**config.mk**
```make
export PLATFORM = sky130hd
export DESIGN_NAME = nibble_serial_adder
export DESIGN_NICKNAME = d
export VERILOG_FILES = /design/src/rtl/nsa_pkg.sv /design/src/rtl/add4_slice.sv /design/src/rtl/nibble_serial_adder.sv
export SDC_FILE = /design/constraint.sdc
export NUM_CORES = 1
export LEC_CHECK = 0
export ABC_AREA = 1
export CAP_MARGIN = 10
export CORE_ASPECT_RATIO = 1.4
export CORE_MARGIN = 4
export CORE_UTILIZATION = 47
export DETAILED_ROUTE_END_ITERATION = 8
export DONT_BUFFER_PORTS = 1
export MAX_ROUTING_LAYER = met4
export SYNTH_ARGS = -nofsm -noshare
export SYNTH_HDL_FRONTEND = slang
export SYNTH_SLANG_ARGS = --single-unit
```
**constraint.sdc**
```tcl
create_clock -name clk -period 3.1 [get_ports clk]
set_input_delay 0.465 -clock clk [delete_from_list [all_inputs] [get_ports clk]]
set_output_delay 0.465 -clock clk [all_outputs]
set_load 0.05 [all_outputs]
```
**src/rtl/nsa_pkg.sv**
```systemverilog
// rtl/nsa_pkg.sv - shared types and constants for the nibble-serial adder
package nsa_pkg;

    localparam int NIBBLE_W = 4;

    typedef enum logic [1:0] {
        S_IDLE,
        S_RUN,
        S_DONE
    } nsa_state_t;

endpackage

```
**src/rtl/add4_slice.sv**
```systemverilog
// rtl/add4_slice.sv - combinational 4-bit ripple-carry adder slice
module add4_slice
    import nsa_pkg::*;
(
    input  logic [NIBBLE_W-1:0] ain,
    input  logic [NIBBLE_W-1:0] bin,
    input  logic                cin,
    output logic [NIBBLE_W-1:0] sum,
    output logic                cout
);

    logic [NIBBLE_W:0] c;

    assign c[0] = cin;

    for (genvar i = 0; i < NIBBLE_W; i++) begin : g_bit
        assign sum[i]   = ain[i] ^ bin[i] ^ c[i];
        assign c[i + 1] = (ain[i] & bin[i]) | (c[i] & (ain[i] ^ bin[i]));
    end

    assign cout = c[NIBBLE_W];

endmodule

```
**src/rtl/nibble_serial_adder.sv**
```systemverilog
// rtl/nibble_serial_adder.sv - wide adder, one nibble per cycle, LS nibble first
// Optional subtract mode (op_sub port) when SERIAL_ADD_SUB_EN is defined.
module nibble_serial_adder
    import nsa_pkg::*;
#(
    parameter int WORDS = 4
)
(
    input  logic                      clk,
    input  logic                      rst,
`ifdef SERIAL_ADD_SUB_EN
    input  logic                      op_sub,
`endif
    input  logic                      in_valid,
    output logic                      in_ready,
    input  logic [NIBBLE_W*WORDS-1:0] a,
    input  logic [NIBBLE_W*WORDS-1:0] b,
    output logic                      out_valid,
    input  logic                      out_ready,
    output logic [NIBBLE_W*WORDS-1:0] sum,
    output logic                      cout,
    output logic                      busy
);

    localparam int              W        = NIBBLE_W * WORDS;
    localparam int              IW       = $clog2(WORDS) + 1;
    localparam logic [IW-1:0]   LAST_IDX = IW'(WORDS - 1);

    nsa_state_t         state;
    nsa_state_t         state_nxt;
    logic [W-1:0]       a_q;
    logic [W-1:0]       b_q;
    logic [W-1:0]       sum_q;
    logic               carry;
    logic               cout_q;
    logic [IW-1:0]      idx;
    logic               accept;
    logic               sub_sel;
    logic [NIBBLE_W-1:0] nib_a;
    logic [NIBBLE_W-1:0] nib_b;
    logic [NIBBLE_W-1:0] nib_sum;
    logic               nib_cout;

`ifdef SERIAL_ADD_SUB_EN
    assign sub_sel = op_sub;
`else
    assign sub_sel = 1'b0;
`endif

    assign nib_a = a_q[NIBBLE_W*idx +: NIBBLE_W];
    assign nib_b = b_q[NIBBLE_W*idx +: NIBBLE_W];

    add4_slice u_slice (
        .ain  (nib_a),
        .bin  (nib_b),
        .cin  (carry),
        .sum  (nib_sum),
        .cout (nib_cout)
    );

    always_ff @(posedge clk) begin
        if (rst) begin
            state <= S_IDLE;
        end else begin
            state <= state_nxt;
        end
    end

    always_comb begin
        state_nxt = state;
        in_ready  = 1'b0;
        out_valid = 1'b0;
        busy      = 1'b0;
        accept    = 1'b0;
        case (state)
            S_IDLE: begin
                in_ready = 1'b1;
                if (in_valid) begin
                    accept    = 1'b1;
                    state_nxt = S_RUN;
                end
            end
            S_RUN: begin
                busy = 1'b1;
                if (idx == LAST_IDX) begin
                    state_nxt = S_DONE;
                end
            end
            S_DONE: begin
                busy      = 1'b1;
                out_valid = 1'b1;
                if (out_ready) begin
                    state_nxt = S_IDLE;
                end
            end
            default: state_nxt = S_IDLE;
        endcase
    end

    // Subtraction is a + ~b + 1: invert B at capture and seed the carry with 1.
    always_ff @(posedge clk) begin
        if (rst) begin
            a_q    <= '0;
            b_q    <= '0;
            sum_q  <= '0;
            carry  <= 1'b0;
            cout_q <= 1'b0;
            idx    <= '0;
        end else if (accept) begin
            a_q   <= a;
            b_q   <= b ^ {W{sub_sel}};
            carry <= sub_sel;
            idx   <= '0;
        end else if (state == S_RUN) begin
            sum_q[NIBBLE_W*idx +: NIBBLE_W] <= nib_sum;
            carry <= nib_cout;
            idx   <= idx + IW'(1);
            if (idx == LAST_IDX) begin
                cout_q <= nib_cout;
            end
        end
    end

    assign sum  = sum_q;
    assign cout = cout_q;

endmodule
```
After elaboration in Yosys (flattened, before gate mapping)
Cells that the tools add are included.
{ "totals": {"register_bits": 55, "in_bits": 36} }
{ "op_classes": {"eq_ne": 6, "n_shift": 4, "addsub": 2, "n_reduce_logical": 6, "muxes": 10, "bitwise_logic": 21} }
{ "op_table": {"columns": ["operator", "count"], "rows": [
  ["5-bit negation with 34-bit output", 1],
  ["4-bit by 34-bit variable shift with 16-bit output (first input constant)", 1],
  ["4-bit by 34-bit variable part select with 16-bit output", 1],
  ["16-bit by 6-bit variable part select with 4-bit output", 2],
  ["16-bit bitwise mux", 1],
  ["1-bit AND", 8],
  ["1-bit XOR", 8],
  ["2-bit two-way mux", 3],
  ["2-bit case mux with 3 select lines", 1],
  ["3-bit AND reduction", 2],
  ["1-bit two-way mux", 5],
  ["2-bit inequality test (second input constant)", 2],
  ["1-bit bitwise OR", 4],
  ["2-bit OR reduction", 2],
  ["3-bit by 1-bit adder with 3-bit output (second input constant)", 1],
  ["3-bit by 2-bit == test with 1-bit output (second input constant)", 1],
  ["2-bit by 1-bit == test with 1-bit output (second input constant)", 1],
  ["2-bit == test (second input constant)", 1],
  ["2-bit zero test", 1],
  ["2-bit by 1-bit inequality test with 1-bit output (second input constant)", 1],
  ["2-bit AND reduction", 1],
  ["1-bit NOT", 1]
]} }

Longest topological paths before layout
{ "logic_depth": {"depth_word": 11, "depth_mapped": 16, "ltp_nobuf": 14} }

Cells and area by module
From an unflattened synthesis, not the netlist that was laid out.
{ "unflattened": {"cells_unflattened": 377, "hier_area_um2": 2687.6} }
{ "modules_own_cells": {"columns": ["mod", "cells_each", "seq_area_each_um2", "area_per_inst_um2", "instances"], "rows": [
  ["nibble_serial_adder", 363, 1101.1, 2570.0, 1],
  ["add4_slice", 14, 0.0, 117.6, 1]
]} }

Worst setup path before layout
Ideal clock, no wire load.
{ "synth_path": {"path_type": "register -> register", "from": "register idx[0]", "to": "register sum_q[11], in the netlist sum[11]", "synth_period_minus_slack_ps": 2830, "path_buffers": 2, "path_stages_with_launch": 16, "setup_ps": 114, "arrival_time_ps": 2716, "t_required_ps": 2986, "path_slack_ps": 270, "cell_sequence": "dfxtp_1 inv_1 buf_2 buf_2 o21ai_0 a21oi_1 fa_1 inv_1 fa_1 fa_1 inv_1 fa_1 nand3_1 nand2_1 nand2_1 nor2_1"} }
{ "synth_via": {"elab_chain_len": 11} }
{ "synth_lines": {"columns": ["element", "line", "source"], "rows": [
  ["from (decl)", "nibble_serial_adder.sv:36", "logic [IW-1:0] idx;"],
  ["from (signal assigned)", "nibble_serial_adder.sv:117", "idx <= idx + IW'(1);"],
  ["16-bit by 6-bit variable part select with 4-bit output, on equally long branches", "nibble_serial_adder.sv:50, nibble_serial_adder.sv:51", null],
  ["1-bit XOR", "add4_slice.sv:17, add4_slice.sv:18", null],
  ["1-bit AND", "add4_slice.sv:18", "assign c[i + 1] = (ain[i] & bin[i]) | (c[i] & (ain[i] ^ bin[i]));"],
  ["1-bit bitwise OR", "add4_slice.sv:18", null],
  ["1-bit AND", "add4_slice.sv:18", null],
  ["1-bit bitwise OR", "add4_slice.sv:18", null],
  ["1-bit AND", "add4_slice.sv:18", null],
  ["1-bit bitwise OR", "add4_slice.sv:18", null],
  ["1-bit XOR", "add4_slice.sv:17", "assign sum[i] = ain[i] ^ bin[i] ^ c[i];"],
  ["4-bit by 34-bit variable part select with 16-bit output", "nibble_serial_adder.sv:115", "sum_q[NIBBLE_W*idx +: NIBBLE_W] <= nib_sum;"],
  ["16-bit bitwise mux (*)", "nibble_serial_adder.sv:115", null],
  ["to (signal, indexed assignment)", "nibble_serial_adder.sv:115", null],
  ["to (decl)", "nibble_serial_adder.sv:33", "logic [W-1:0] sum_q;"]
]} }
Mark *: on every way between the ends. The rest lies on a longest branch, timed or not.
A chain may end at the register's enable or synchronous reset.

Worst setup path in the final report
Ends and elaborated chain as after synthesis.

==> out/metrics.cfg <==
[cts]
cts_root_buf=clkbuf_8
path_clk_slew_ns=0.09
numCtsBuffers=5
htree_num_levels=2
cts.sinks=55
clockBufferDepth=2
clock_latency_ns=0.31
cts_tree=yes

[floorplanning]
die_y_um=95.6
dieArea_mm2=0.00675
initial_core_util=0.492
io_pins=56
die_width_um=70.6
core-area_mm2=0.00524
num_rows=31

[critical_path]
path_max_fanout=11
cp-start-kind=flip-flop
worstPathCellList=inv_1 > buf_4 > o21ai_0 > o22ai_1 > nand2_1 > fa_1 > fa_1 > inv_1 > fa_1 > nand3_1 > nand2_1 > nand2_1 > nor2_1
endpoint_kind=flip-flop
cp_slowest_cell=fa_1
crit_required_ns=3.31
crit_arrival_ns=3.03
crit_type=reg2reg
critPathBufInv=3
cp_top_family=adder cells
slowest_delay_ns=0.47

[sta]
hold_violations=0
slew_viol_final=0
post-route-min-period_ns=2.82
rsz0062_at_grt=false
fmax_mhz=355
tightest_slew_ns=0.932
hold_slack_ns=0.211
tns_ns=0
setup_viol=0
post-route-period-util=0.909
clock_skew_ns=0.00659
relSlewSlack=0.378

[synth]
post_synth.cell_area_avg_um2=7.08
yosysTopAreaCell=dfxtp_1
async_flop_share=0
yosys.area.top_type_share=0.427
synth-seq-cells=55
ys.flop_type=dfxtp_1
yosys-top-cells-area=dfxtp_1 43%, nor2_1 16%, o21ai_0 10%, nand2_1 7.7%, ha_1 3.9%
synth_cell_types=23
synth-edff-count=0
synth.net_count=412
syn_area_mm2=0.00258
seq_area_frac_synth=0.427
syn-instance-count=364
yosysWarningCount=0

[pwr]
max-vdd-ir-drop_uv=391
power-per-cell-area_mw_per_mm2=957
p_leak_nw=1.15

[global_route]
grt-ovfl-total=0
grt_pass1_wl_um=9320
track_usage=0.179
grt_start_max_net_pins=34
antenna_found_initial=0
grt_pass1_vias=2020

[layout]
nets=411
drive_gt1_frac=0.0689
syn_to_final_growth_pct=6.31
n_antenna_cell=0

[placed_design]
hpwl_um=4380
gp_congestion=0.844
port_buffers=0

[status]
status=finished, final reports clean

[detailed_routing]
drt_wl_total_um=5750
wl_per_cell_um=13.4
drtIter0Drc=101
routed_via_density=5.05
vias=2166
firstDrtPassIters=4
drc=0
ant_nets=0

[run]
drv_cap=0

[worst_hold_path]
hold_path.class=in2reg

==> cells in the mapped netlist, types with 2 or more instances <==
cell / count
clkbuf_1: 6
inv_1: 20
dfxtp_1: 55
a21oi_1: 17
nor2_1: 113
nor2_4: 2
o21ai_0: 52
inv_2: 2
buf_6: 2
fa_1: 4
nand2_1: 53
nand3_1: 11
buf_2: 7
o22ai_1: 4
ha_1: 8
==> power breakdown <==
| part | internal [W] | total (W) | switching, W |
|---|---|---|---|
| Combinational | 0.000363 | 0.00111 | 0.000751 |
| Clock | 0.000237 | 0.000460 | 0.000223 |
| Sequential | 0.000865 | 0.00105 | 0.000185 |
| Total | 0.00146 | 0.00262 | 0.00116 |
==> state kept, by name, summed over array words and instances, names as in the netlist <==
signal	flops
sum	16
a_q	16
carry	1
b_q	16
cout	1
idx	3
state	2
==> final timing paths <==
check,startpoint,to,slack [ns],depth (start not counted)
setup reg to reg,idx[0]$_SDFFE_PP0N_,sum[11]$_SDFFE_PP0P_,0.28,13
hold reg to reg,b_q[9]$_SDFFE_PP0P_,b_q[9]$_SDFFE_PP0P_,0.48,2
hold / removal,rst,cout$_SDFFE_PP0P_,0.21,1
setup / recovery,idx[0]$_SDFFE_PP0N_,sum[11]$_SDFFE_PP0P_,0.28,13
==> final cells by class <==
class,instances,area (um^2)
Clock inverter,1,30.0
Inverter,22,82.6
Timing Repair Buffer,9,67.6
Sequential cell,55,1100
Clock buffer,6,72.6
Fill cell,582,2490
Multi-Input combinational cell,270,1300
Tap cell,66,82.6
==> through the flow <==
stage / power, W / utilization / std cells / area (um^2) / setup WS, ns
after floorplan: 0.00194 / - / 364 / 2580 / 0.270
after global placement: 0.00218 / 0.504 / 422 / 2640 / 0.288
after detailed placement: 0.00219 / 0.504 / 422 / 2640 / 0.268
after CTS: 0.00265 / 0.523 / 429 / 2740 / 0.249
after global routing: 0.00284 / 0.524 / 429 / 2740 / 0.108
final: 0.00262 / 0.524 / 429 / 2740 / 0.283
==> cells in the final DEF (no fill, tap or decap) <==
master,synthesis,routed
clkbuf_1,6,1
buf_4,1,9
bufinv_16,0,1
dfxtp_1,55,54
nand2_1,53,53
inv_2,2,2
nand3_2,1,1
o211ai_1,1,1
nor2_1,113,113
clkbuf_8,0,5
nor3_4,1,1
or2_2,1,1
fa_1,4,4
inv_1,20,20
dfxtp_2,0,1
nand3_1,11,11
o21ai_0,52,52
a21oi_1,17,17
ha_1,8,8
nand2_2,1,1
nor2_4,2,2
o22ai_1,4,4
nor2_2,1,1
==> cells by family after synthesis <==
| family | Yosys count | share of synthesized area |
|---|---|---|
| buf+inv | 39 | 0.0674 |
| simple gates | 184 | 0.289 |
| compound gates | 74 | 0.147 |
| flops | 55 | 0.427 |
| fa+ha+maj | 12 | 0.0699 |
==> routing by layer <==
metal	routed length [um]	global-route usage	vias to the layer above
met5	0	-	-
met4	82	0.0611	0
met3	224	0.0306	5
met2	3060	0.339	35
met1	2390	0.186	972
li1	-	-	1154
==> what timing repair did <==
item	in CTS	in global routing
setup endpoints to repair	0	1
buffers inserted	0	0
hold buffers	0	0
endpoints found under the hold margin	0	0
gates resized for setup	0	1
Note: power is estimated with default switching activity, not from simulation.
